==> config.mk <==
export PLATFORM = sky130hd
export DESIGN_NAME = graph_mem_arbiter
export DESIGN_NICKNAME = d
export VERILOG_FILES = /design/src/rtl/graph_pkg.sv /design/src/rtl/graph_mem_arbiter_id_fifo.sv /design/src/rtl/graph_mem_arbiter.sv
export SDC_FILE = /design/constraint.sdc
export NUM_CORES = 1
export LEC_CHECK = 0
export BUFFER_PORTS_ARGS = -buffer_cell sky130_fd_sc_hd__buf_4
export CAP_MARGIN = 10
export CORE_UTILIZATION = 25
export CTS_BUF_LIST = sky130_fd_sc_hd__clkbuf_8
export CTS_CLUSTER_SIZE = 8
export DETAILED_ROUTE_END_ITERATION = 8
export GPL_ROUTABILITY_DRIVEN = 0
export PLACE_DENSITY = 0.54
export SLEW_MARGIN = 20
export SYNTH_ARGS = -nofsm -noshare
export SYNTH_HDL_FRONTEND = slang
export SYNTH_SLANG_ARGS = --single-unit
export TNS_END_PERCENT = 5
==> constraint.sdc <==
create_clock -name clk_in -period 2.25 [get_ports clk_in]
set_clock_uncertainty 0.1 [all_clocks]
set_input_delay 0.225 -clock clk_in [delete_from_list [all_inputs] [get_ports clk_in]]
set_output_delay 0.225 -clock clk_in [all_outputs]
set_load 0.03 [all_outputs]
==> src/rtl/graph_pkg.sv <==
// rtl/graph_pkg.sv - shared widths, requester ID type and round-robin pick helper
package graph_pkg;

  localparam int ADDR_W_DEF    = 32;
  localparam int DATA_W_DEF    = 32;
  localparam int GRAPH_MAX_REQ = 8;
  localparam int REQ_ID_W      = $clog2(GRAPH_MAX_REQ);

  // Sized for the largest supported requester count so every instance shares one ID type.
  typedef logic [REQ_ID_W-1:0] req_id_t;

  typedef struct packed {
    logic    found;
    req_id_t idx;
  } rr_pick_t;

  // First set bit of valid at or after ptr, wrapping modulo num.
  function automatic rr_pick_t rr_pick(input logic [GRAPH_MAX_REQ-1:0] valid,
                                       input req_id_t ptr, input int num);
    rr_pick_t r;
    int i;
    r.found = 1'b0;
    r.idx   = '0;
    for (int k = 0; k < GRAPH_MAX_REQ; k++) begin
      i = (int'(ptr) + k) % num;
      if (k < num && !r.found && valid[i[REQ_ID_W-1:0]]) begin
        r.found = 1'b1;
        r.idx   = i[REQ_ID_W-1:0];
      end
    end
    return r;
  endfunction

endpackage

==> src/rtl/graph_mem_arbiter_id_fifo.sv <==
// rtl/graph_mem_arbiter_id_fifo.sv - synchronous ID FIFO with extra-bit full/empty pointers
module id_fifo #(
  parameter int WIDTH = 3,
  parameter int DEPTH = 8
) (
  input  logic                   clk_in,
  input  logic                   rst_in,
  input  logic                   push,
  input  logic                   pop,
  input  logic [WIDTH-1:0]       din,
  output logic [WIDTH-1:0]       head,
  output logic                   full,
  output logic                   empty,
  output logic [$clog2(DEPTH):0] count
);

  localparam int AW = $clog2(DEPTH);

  logic [WIDTH-1:0] mem [DEPTH];
  logic [AW:0]      wr_ptr;
  logic [AW:0]      rd_ptr;
  logic             do_push;
  logic             do_pop;
  logic             bypass;

  assign count = wr_ptr - rd_ptr;
  assign empty = (wr_ptr == rd_ptr);
  assign full  = (wr_ptr[AW] != rd_ptr[AW]) && (wr_ptr[AW-1:0] == rd_ptr[AW-1:0]);
  assign head  = empty ? din : mem[rd_ptr[AW-1:0]];

  // A pop frees a slot for a same-cycle push; a push feeds a same-cycle pop when empty.
  assign do_push = push && (!full || pop);
  assign do_pop  = pop && (!empty || push);
  assign bypass  = empty && do_push && do_pop;

  always_ff @(posedge clk_in) begin
    if (rst_in) begin
      wr_ptr <= '0;
      rd_ptr <= '0;
    end else begin
      if (do_push && !bypass) wr_ptr <= wr_ptr + 1'b1;
      if (do_pop && !bypass)  rd_ptr <= rd_ptr + 1'b1;
    end
  end

  always_ff @(posedge clk_in) begin
    if (do_push && !bypass) mem[wr_ptr[AW-1:0]] <= din;
  end

endmodule

==> src/rtl/graph_mem_arbiter.sv <==
// rtl/graph_mem_arbiter.sv - round-robin arbiter sharing one graph_memory read port
// Grants one requester per cycle, registers the issue, and routes in-order returns by ID.
module graph_mem_arbiter
  import graph_pkg::*;
#(
  parameter int NUM_REQ         = 4,
  parameter int ADDR_W          = ADDR_W_DEF,
  parameter int DATA_W          = DATA_W_DEF,
  parameter int MAX_OUTSTANDING = 8
) (
  input  logic                            clk_in,
  input  logic                            rst_in,
  input  logic [NUM_REQ-1:0]              req_valid_in,
  input  logic [NUM_REQ-1:0][ADDR_W-1:0]  req_addr_in,
  output logic [NUM_REQ-1:0]              req_ready_out,
  output logic [ADDR_W-1:0]               mem_req_out,
  output logic                            mem_valid_out,
  input  logic [DATA_W-1:0]               mem_data_in,
  input  logic                            mem_valid_in,
  output logic [DATA_W-1:0]               resp_data_out,
  output logic [NUM_REQ-1:0]              resp_valid_out,
  output logic [$clog2(MAX_OUTSTANDING):0] outstanding_out,
  output logic                            busy_out,
  output logic                            err_out
);

  localparam int CNT_W = $clog2(MAX_OUTSTANDING) + 1;

  req_id_t                  rr_ptr;
  req_id_t                  rr_next;
  logic [GRAPH_MAX_REQ-1:0] valid_ext;
  rr_pick_t                 pick;
  logic                     can_issue;
  logic                     grant;
  logic [ADDR_W-1:0]        grant_addr;
  logic                     pop;
  req_id_t                  fifo_head;
  logic                     fifo_full;
  logic                     fifo_empty;
  logic [CNT_W-1:0]         fifo_count;
  logic [NUM_REQ-1:0]       resp_onehot;

  // A return in this cycle frees a slot, so a full FIFO may still accept one grant.
  always_comb begin
    valid_ext                = '0;
    valid_ext[NUM_REQ-1:0]   = req_valid_in;
    pick                     = rr_pick(valid_ext, rr_ptr, NUM_REQ);
    can_issue                = !fifo_full || mem_valid_in;
    grant                    = can_issue && pick.found;
    req_ready_out            = '0;
    grant_addr               = '0;
    for (int i = 0; i < NUM_REQ; i++) begin
      if (grant && pick.idx == req_id_t'(i)) begin
        req_ready_out[i] = 1'b1;
        grant_addr       = req_addr_in[i];
      end
    end
  end

  always_comb begin
    resp_onehot = '0;
    for (int i = 0; i < NUM_REQ; i++) begin
      resp_onehot[i] = (fifo_head == req_id_t'(i));
    end
  end

  assign rr_next = (pick.idx == req_id_t'(NUM_REQ - 1)) ? '0 : pick.idx + 1'b1;

  // Returns with nothing in flight are dropped and flagged instead of popped.
  assign pop = mem_valid_in && !fifo_empty;

  id_fifo #(
    .WIDTH ($bits(req_id_t)),
    .DEPTH (MAX_OUTSTANDING)
  ) u_id_fifo (
    .clk_in (clk_in),
    .rst_in (rst_in),
    .push   (grant),
    .pop    (pop),
    .din    (pick.idx),
    .head   (fifo_head),
    .full   (fifo_full),
    .empty  (fifo_empty),
    .count  (fifo_count)
  );

  always_ff @(posedge clk_in) begin
    if (rst_in) begin
      rr_ptr         <= '0;
      mem_valid_out  <= 1'b0;
      mem_req_out    <= '0;
      resp_valid_out <= '0;
      resp_data_out  <= '0;
      err_out        <= 1'b0;
    end else begin
      mem_valid_out  <= grant;
      resp_valid_out <= pop ? resp_onehot : '0;
      if (grant) begin
        mem_req_out <= grant_addr;
        rr_ptr      <= rr_next;
      end
      if (pop) resp_data_out <= mem_data_in;
      if (mem_valid_in && fifo_empty) err_out <= 1'b1;
    end
  end

  assign outstanding_out = fifo_count;
  assign busy_out        = (fifo_count != '0);

endmodule

==> metrics.yaml, run 1 <==
clock_tree:
  htree_num_levels: 3
  cts-root-buf: "clkbuf_8"
  cts_tree: "built"
  numCtsBuffers: 9
  path_clk_slew_ps: 100
  cts_buffer_depth: 2
  clock-sinks: 99
  clk_latency_ps: 380
place:
  port_buffers: 245
  post-dp-hpwl_um: 11600
  dpl_worst_slack_ps: -9.71
critical_path:
  cp.required_ps: 1920
  crit_path_start_kind: "register"
  end_kind: "output port"
  crit_type: "reg2out"
  worstPathArrival_ps: 1950
  worstPathMaxFanout: 9
synthesis:
  ys_types: 46
  syn_inst: 609
  synth_seq_cells: 99
  synth.largest_area_cell: "dfxtp_1"
  syn-cell-area_mm2: 0.00499
  synth_common_cells: "a21oi_1, nand2_1, dfxtp_1"
  synth-main-ff-cell: "dfxtp_1"
  synthTopCellsByArea: "dfxtp_1, a21oi_1, edfxtp_1"
  synth-edff-count: 16
  yosysWarnings: 0
  synth_most_common_cell: "a21oi_1"
  syn_nets: 786
  synth.top_cell.area_share_pct: 33.3
  ys_seq_area_share_pct: 42.9
  synthArstFlopShare_pct: 0
  syn-mean-instance-area_um2: 8.19
layout:
  drive_gt1_share_pct: 43.0
  nets: 1073
  area_delta_synth_final_pct: 66.7
  antenna_cells: 0
  final_util_pct: 42.6
  fillCellCount: 1974
timing:
  post-route-worst-setup-slack_ps: -22.4
  slew_headroom_pct: 61.9
  fin_crit_sh_pct: 101
  tightest_slew_ps: 566
  period_needed_ps: 2270
  fmax_ghz: 0.440
  timing.final.max_slew_violations: 0
  setup_viol: 1
  rsz0062_at_grt: "yes"
  hold_viol: 0
power:
  p_leak_nw: 3.67
  intPower_mw: 4.14
  seq_power_share_pct: 32.8
  irDropWorstVdd_mv: 0.266
  pwr-share-comb_pct: 51.4
  p_clk_share_pct: 15.9
  switching_power_mw: 2.76
  netSwitchingFraction_pct: 40.0
  power.density_mw_per_mm2: 830
outcome:
  violations: "setup timing"
  outcome: "finished, violations left"
routing:
  routed_wl_um: 18400
  dr.pass1.iters: 4
  first_iter_violations: 174
  drc: 0
  ant_nets: 0
  vias: 5365
  vias_per_cell: 4.60
  wire_per_inst_um: 15.7
floorplan:
  initial_core_util_pct: 25.6
  io_pins: 246
  dieWidth_um: 143
  dieArea_mm2: 0.0205
  rows: 51
  coreArea_mm2: 0.0195
  die_h_um: 143
grt:
  grt_pass1_wl_um: 27700
  grt_max_degree: 45
  grt_use_total_pct: 17.7
  grt_pass1_vias: 5287
  gr-total-overflow: 0
  antenna_found_initial: 0
worst_hold_path:
  min-delay-path-class: "in2reg"
job:
  drv_cap: 0
[state kept, by name, indices dropped and copies added, names as in the netlist, named ones only]
register	flops
u_id_fifo.wr_ptr	4
mem_req_out	32
resp_valid_out	4
rr_ptr	2
resp_data_out	32
u_id_fifo.rd_ptr	4
err_out	1
mem_valid_out	1
u_id_fifo.mem	16
[per-stage QoR]
stage	total power [mW]	instances	cell area, um^2	setup TNS, ps	hold WS, ps
floorplan	4.10	609	5010	-1980	261
global placement	5.28	1102	7300	0	344
detailed placement	5.29	1102	7300	-9.71	347
CTS	6.88	1163	8180	-669	21.6
global route	7.35	1166	8320	-654	22.9
finish	6.90	1166	8320	-22.4	55.8
[layer usage]
metal / GRT usage [%] / routed length (um) / up-vias / part of all wire, %
met3: 5.26 / 1420 / 20 / 7.7
met2: 31.9 / 9040 / 203 / 49
li1: - / - / 2675 / -
met4: 6.33 / 335 / 0 / 1.8
met5: 0 / 0 / - / 0
met1: 19.7 / 7560 / 2467 / 41
[worst max-delay path: stages, from the launching register on]
cell	delay (ps)
dfxtp_2	430
inv_1	110
fa_2	550
inv_2	60
nor3_4	210
o21ai_2	80
buf_6	140
[repair_timing]
item                       4_1_cts  5_1_grt
setup endpoints to repair        7       41
setup buffers                    7        3
resized for setup               31       37
hold buffers                    32        0
gates cloned                     6        0
hold endpoints to repair        32        0
pin swaps                        4       15
[placed cells by master, fill, tap and decap left out, types with 3 or more instances in the layout]
cell / instances
nand3b_1: 3
buf_6: 11
a21oi_2: 9
bufbuf_16: 4
o21ai_0: 29
o21ai_2: 4
clkbuf_8: 9
a221oi_1: 16
dlygate4sd3_1: 32
and3_1: 3
nor4_1: 4
or3_1: 3
nor3_2: 10
buf_4: 268
xnor2_1: 5
dfxtp_2: 4
nor3_1: 23
and2_4: 4
buf_12: 9
ha_4: 6
ha_1: 3
a21oi_1: 95
mux4_2: 4
dfxtp_1: 77
inv_2: 3
inv_1: 41
edfxtp_1: 16
nor2_1: 48
nand2_1: 101
a221oi_2: 14
[power groups by stage]
stage                     clock, mW  sequential [mW]  combinational (mW)
after floorplan                   0             2.70                1.40
after global placement            0             2.29                2.99
after detailed placement          0             2.29                3.00
after CTS                      1.17             2.26                3.45
after global routing           1.24             2.30                3.82
final                          1.10             2.26                3.54
[worst paths after layout]
check | startpoint | to | slack, ps | cells after the start
max | u_id_fifo.wr_ptr[1] | busy_out | -20 | 6
max reg2reg | rr_ptr[1] | mem_req_out[5] | 80 | 12
min | req_addr_in[5] | mem_req_out[5] | 60 | 3
min reg2reg | resp_data_out[22] | resp_data_out[22] | 360 | 2
[cells by family (layout without fill, tap and decap cells)]
group	after synthesis	count (layout)	share of synthesized area, %
flip-flops	99	99	42.9
AO/OA/AOI/OAI	182	182	23.4
multiplexers	7	7	2.43
AND/OR/NAND/NOR	208	208	18.9
adder cells (fa/ha/maj)	10	10	2.66
XOR/XNOR	8	8	1.55
buffers and inverters	95	387	8.12
[final cells by class]
type / count / area [um^2] / share of cell area (%)
repair buffers: 327 / 2840 / 34.1
clock inverters: 7 / 51.3 / 0.617
well taps: 265 / 332 / 3.99
multi-input cells: 415 / 2650 / 31.9
clock buffers: 9 / 124 / 1.49
flip-flops and latches: 99 / 2150 / 25.9
inverters: 44 / 168 / 2.02
Note: power is estimated with default switching activity, not from simulation.
==> run 2, diff against run 1 <==
--- a/config.mk
+++ b/config.mk
@@ -12,7 +12,9 @@
 export CTS_CLUSTER_SIZE = 8
 export DETAILED_ROUTE_END_ITERATION = 8
 export GPL_ROUTABILITY_DRIVEN = 0
+export MAX_ROUTING_LAYER = met4
 export PLACE_DENSITY = 0.54
+export RECOVER_POWER = 25
 export SLEW_MARGIN = 20
 export SYNTH_ARGS = -nofsm -noshare
 export SYNTH_HDL_FRONTEND = slang
==> run 2 against run 1 <==
Effect of this change:
- the flow still finishes with violations (setup timing)
- non-clock buffer count stayed put
- power is 1.4% lower
- sequential share of layout area is 0.54 points higher
- setup slack better by 1.8 ps
- cell area is 2.0% lower
- wire length is 0.30% higher
- maximum frequency hardly changed
- combinational power is 3% lower
- first-iteration DRC count is 11% higher
- via count is 0.15% higher
- final cell count stayed put
- critical endpoint unchanged
==> metrics.yaml, run 2 (synthesis gave the netlist of run 1 again) <==
timing:
  fin_hold_ws_ps: 55.8
  timing.final.max_slew_violations: 0
  setup_viol: 1
  slew_headroom_pct: 62.0
  tightest_slew_ps: 565
  fmax_ghz: 0.440
  period_needed_ps: 2270
  hold_viol: 0
  post-route-worst-setup-slack_ps: -20.6
  rsz0062_at_grt: "yes"
  fin_crit_sh_pct: 101
critical_path:
  worst_path_dominant_cell_family: "adder cells"
  rr_worst_depth: 12
  worstPathArrival_ps: 1950
  path_cells: "inv_1 > fa_2 > inv_2 > nor3_4 > o21ai_2 > buf_6"
  worstPathMaxFanout: 9
  cp.depth: 6
  worst_path_largest_cell_delay_ps: 550
  end_kind: "output port"
  crit_type: "reg2out"
  crit_path_start_kind: "register"
  cp.required_ps: 1920
  crit_path_top_delay_cell: "fa_2"
  path_buf_inv: 3
routing:
  routed_wl_um: 18400
  dr.pass1.iters: 5
  ant_nets: 0
  first_iter_violations: 194
  drc: 0
  wire_per_inst_um: 15.8
  vias_per_cell: 4.61
  vias: 5373
power:
  pwr-share-comb_pct: 50.7
  p_clk_share_pct: 16.1
  irDropWorstVdd_mv: 0.266
  netSwitchingFraction_pct: 40.6
  intPower_mw: 4.04
  p_leak_nw: 3.50
  power.density_mw_per_mm2: 834
  switching_power_mw: 2.76
  seq_power_share_pct: 33.2
clock_tree:
  numCtsBuffers: 9
  cts_buffer_depth: 2
  clock-sinks: 99
  htree_num_levels: 3
  cts_tree: "built"
  cts-root-buf: "clkbuf_8"
  clk_latency_ps: 380
  path_clk_slew_ps: 110
place:
  place_area_mm2: 0.00730
  dpl_worst_slack_ps: -9.71
  place_inst: 1102
  port_buffers: 245
  post-dp-hpwl_um: 11600
layout:
  area_delta_synth_final_pct: 63.4
  antenna_cells: 0
  drive_gt1_share_pct: 38.2
  final_util_pct: 41.8
  layout_common_cells: "buf_4, nand2_1, a21oi_1"
  design_area_mm2: 0.00816
  final_cells: 1166
  final_common_cell: "buf_4"
  nets: 1073
grt:
  antenna_found_initial: 0
  gr-total-overflow: 0
  grt_pass1_wl_um: 27600
  grt_pass1_vias: 5297
  grt_use_total_pct: 18.2
  grt_max_degree: 45
floorplan:
  io_pins: 246
  dieWidth_um: 143
  die_h_um: 143
  coreArea_mm2: 0.0195
  dieArea_mm2: 0.0205
  initial_core_util_pct: 25.6
  rows: 51
job:
  drv_cap: 0
worst_hold_path:
  min-delay-path-class: "in2reg"
  hold_depth: 3
outcome:
  violations: "setup timing"
  outcome: "finished, violations left"
==> run 2: cell types whose count changed in the layout (fill, tap and decap cells not counted) <==
cell	delta
dfxtp_1	-1
buf_4	-43
clkbuf_1	+43
dfxtp_2	+1
a21oi_2	-1
a21oi_1	+1
==> run 2: what timing repair did <==
item                                    4_1_cts  5_1_grt
cloned                                        6        0
resized for setup                            31       37
endpoints found under the setup margin        7       41
pin swaps                                     4       14
setup buffers                                 7        3
hold buffers                                 32        0
hold endpoints to repair                     32        0
==> run 2: worst paths after layout <==
kind,endpoint,slack [ps],startpoint
max,busy_out,-20,u_id_fifo.wr_ptr[1]
min,mem_req_out[5],60,req_addr_in[5]
max reg2reg,mem_req_out[5],80,rr_ptr[1]
min reg2reg,resp_data_out[22],360,resp_data_out[22]
==> run 2: area by class of cell <==
class	instances	area, um^2
Clock buffer	9	124
Inverter	44	168
Clock inverter	7	51.3
Tap cell	265	332
Timing Repair Buffer	327	2680
Fill cell	2019	11400
Sequential cell	99	2160
Multi-Input combinational cell	415	2650
==> run 2: layer usage <==
metal	vias up	part of all wire, %	track usage (%)
met2	218	49	31.9
met3	20	7.5	4.36
met5	-	0	-
li1	2676	-	-
met4	0	1.8	6.33
met1	2459	41	20.2
==> run 2: tightest hold or removal path, stage by stage <==
cell and delay (ps):
buf_4 110, nand3_1 70, a311oi_2 90
==> run 2: power by group through the flow <==
stage / logic, mW / clock network (mW) / registers, mW
floorplan: 1.40 / 0 / 2.70
global placement: 2.99 / 0 / 2.29
detailed placement: 3.00 / 0 / 2.29
CTS: 3.45 / 1.17 / 2.26
global route: 3.72 / 1.23 / 2.30
finish: 3.45 / 1.10 / 2.26
==> run 2: through the flow <==
stage | power, mW | TNS, ps
after floorplan | 4.10 | -1980
after global placement | 5.28 | 0
after detailed placement | 5.29 | -9.71
after CTS | 6.88 | -669
after global routing | 7.24 | -665
final | 6.80 | -20.6
==> run 3, diff against run 2 <==
--- a/config.mk
+++ b/config.mk
@@ -13,7 +13,7 @@
 export DETAILED_ROUTE_END_ITERATION = 8
 export GPL_ROUTABILITY_DRIVEN = 0
 export MAX_ROUTING_LAYER = met4
-export PLACE_DENSITY = 0.54
+export PLACE_DENSITY = 0.52
 export RECOVER_POWER = 25
 export SLEW_MARGIN = 20
 export SYNTH_ARGS = -nofsm -noshare
==> constraint.sdc (replaced) <==
create_clock -name clk_in -period 2.1 [get_ports clk_in]
set_clock_uncertainty 0.1 [all_clocks]
set_input_delay 0.21 -clock clk_in [delete_from_list [all_inputs] [get_ports clk_in]]
set_output_delay 0.21 -clock clk_in [all_outputs]
set_load 0.03 [all_outputs]
==> run 3 against run 2 <==
Effect of this change:
- global-route usage fell by 0.11 points
- core utilization grew 2.4 points
- via count grew 2.3%
- the run still ends with setup timing left
- critical endpoint is now req_ready_out[1]
- largest cell class unchanged
- critical path type unchanged
==> metrics.yaml, run 3 (synthesis gave the netlist of run 1 again) <==
outcome:
  outcome: "finished, violations left"
  violations: "setup timing"
timing:
  fin_hold_ws_ps: 7.36
  finalSetupTns_ps: -3100
  period_needed_ps: 2270
  slew_headroom_pct: 70.7
  fin_crit_sh_pct: 108
  tightest_slew_ps: 437
  timing.final.max_slew_violations: 0
  setup_viol: 33
  hold_viol: 0
  fmax_ghz: 0.442
  post-route-worst-setup-slack_ps: -165
  rsz0062_at_grt: "yes"
critical_path:
  crit_path_top_delay_cell: "dfxtp_2"
  path_cells: "a21o_1 > a21oi_2 > o22ai_4 > buf_6 > ha_4 > buf_12 > buf_12 > and2_4 > buf_6"
  end_kind: "output port"
  crit_path_start_kind: "register"
  cp.required_ps: 1790
  crit_type: "reg2out"
  worstPathArrival_ps: 1960
  worstPathMaxFanout: 4
  worst_path_dominant_cell_family: "buffers and inverters"
  worst_path_largest_cell_delay_ps: 340
  path_buf_inv: 4
clock_tree:
  clk_latency_ps: 380
  htree_num_levels: 3
  cts_tree: "built"
  numCtsBuffers: 9
  clock-sinks: 99
  path_clk_slew_ps: 120
  cts-root-buf: "clkbuf_8"
  cts_buffer_depth: 2
job:
  drv_cap: 0
layout:
  design_area_mm2: 0.00863
  final_common_cell: "buf_4"
  antenna_cells: 0
  fillCellCount: 2018
  regArea_mm2: 0.00215
  multiInputGateArea_mm2: 0.00286
  nets: 1104
  final_util_pct: 44.2
  layout_common_cells: "buf_4, nand2_1, dfxtp_1"
  area_delta_synth_final_pct: 73.0
  drive_gt1_share_pct: 44.0
worst_hold_path:
  min-delay-path-class: "in2reg"
routing:
  vias_per_cell: 4.59
  first_iter_violations: 169
  wire_per_inst_um: 15.8
  routed_wl_um: 18900
  drc: 0
  ant_nets: 0
  dr.pass1.iters: 4
  vias: 5495
grt:
  grt_use_total_pct: 18.1
  gr-total-overflow: 0
  grt_max_degree: 36
  grt_pass1_wl_um: 27400
  grt_pass1_vias: 5417
  antenna_found_initial: 0
power:
  irDropWorstVdd_mv: 0.302
  power.density_mw_per_mm2: 885
  total_power_mw: 7.64
  p_leak_nw: 3.71
floorplan:
  dieArea_mm2: 0.0205
  io_pins: 246
  coreArea_mm2: 0.0195
  die_h_um: 143
  dieWidth_um: 143
  rows: 51
  initial_core_util_pct: 25.6
place:
  port_buffers: 245
  place_area_mm2: 0.00754
  post-dp-hpwl_um: 12600
-- run 3: cell count changes in the layout (fill, tap and decap cells not counted), moves of 5 or more --
cell      before  now
a21oi_1       96   77
a21oi_2        8   24
a221oi_1      16    7
a221oi_2      14   22
buf_4        225  250
buf_6         11   17
clkbuf_1      43   38
o21ai_0       29    7
o21ai_1        1   21
-- run 3: layout make-up --
class | count | area share [%]
Tap cell | 265 | 3.84
Clock inverter | 7 | 0.710
Clock buffer | 9 | 1.44
Multi-Input combinational cell | 415 | 33.2
Timing Repair Buffer | 358 | 34.0
Sequential cell | 99 | 24.9
Inverter | 44 | 1.94
-- run 3: tightest hold or removal path: stages --
cell and delay [ps]:
buf_4 80, a221oi_2 50, nor3_1 110
-- run 3: timing repair --
item                       in CTS  in global routing
gates cloned                    3                  2
resized for setup              42                 89
setup endpoints to repair      39                 42
hold endpoints to repair       32                  3
buffers inserted               14                  4
hold buffers                   32                  3
pin swaps                      15                 59
-- run 3: routing by layer --
layer	vias up	routed length, um	global-route usage [%]
li1	2751	-	-
met1	2518	7880	20.1
met2	203	9420	31.7
met3	23	1200	4.06
met4	0	367	6.89
met5	-	0	-
-- run 3: through the flow --
step	std cells	setup WS [ps]
3_3_place_gp	1126	-118
6_report	1197	-165
4_1_cts	1190	-232
5_1_grt	1197	-256
3_5_place_dp	1126	-135
2_1_floorplan	609	-10.7
-- run 3: path summary, 6_finish.rpt --
check                                       from          endpoint  slack [ps]  cells past startpoint
worst max-delay path                   rr_ptr[1]  req_ready_out[1]        -170                      9
worst min-delay path            req_addr_in[125]   mem_req_out[29]           7                      3
worst max register to register         rr_ptr[1]   mem_req_out[20]        -150                     11
worst min register to register  resp_data_out[8]  resp_data_out[8]         360                      2
-- run 3: power by group --
part	switching (mW)	internal [mW]	leakage (nW)	total, mW
clock	0.774	0.453	0.0898	1.23
sequential	0.172	2.24	0.833	2.41
combinational	2.16	1.84	2.78	4.00
total	3.11	4.53	3.71	7.64
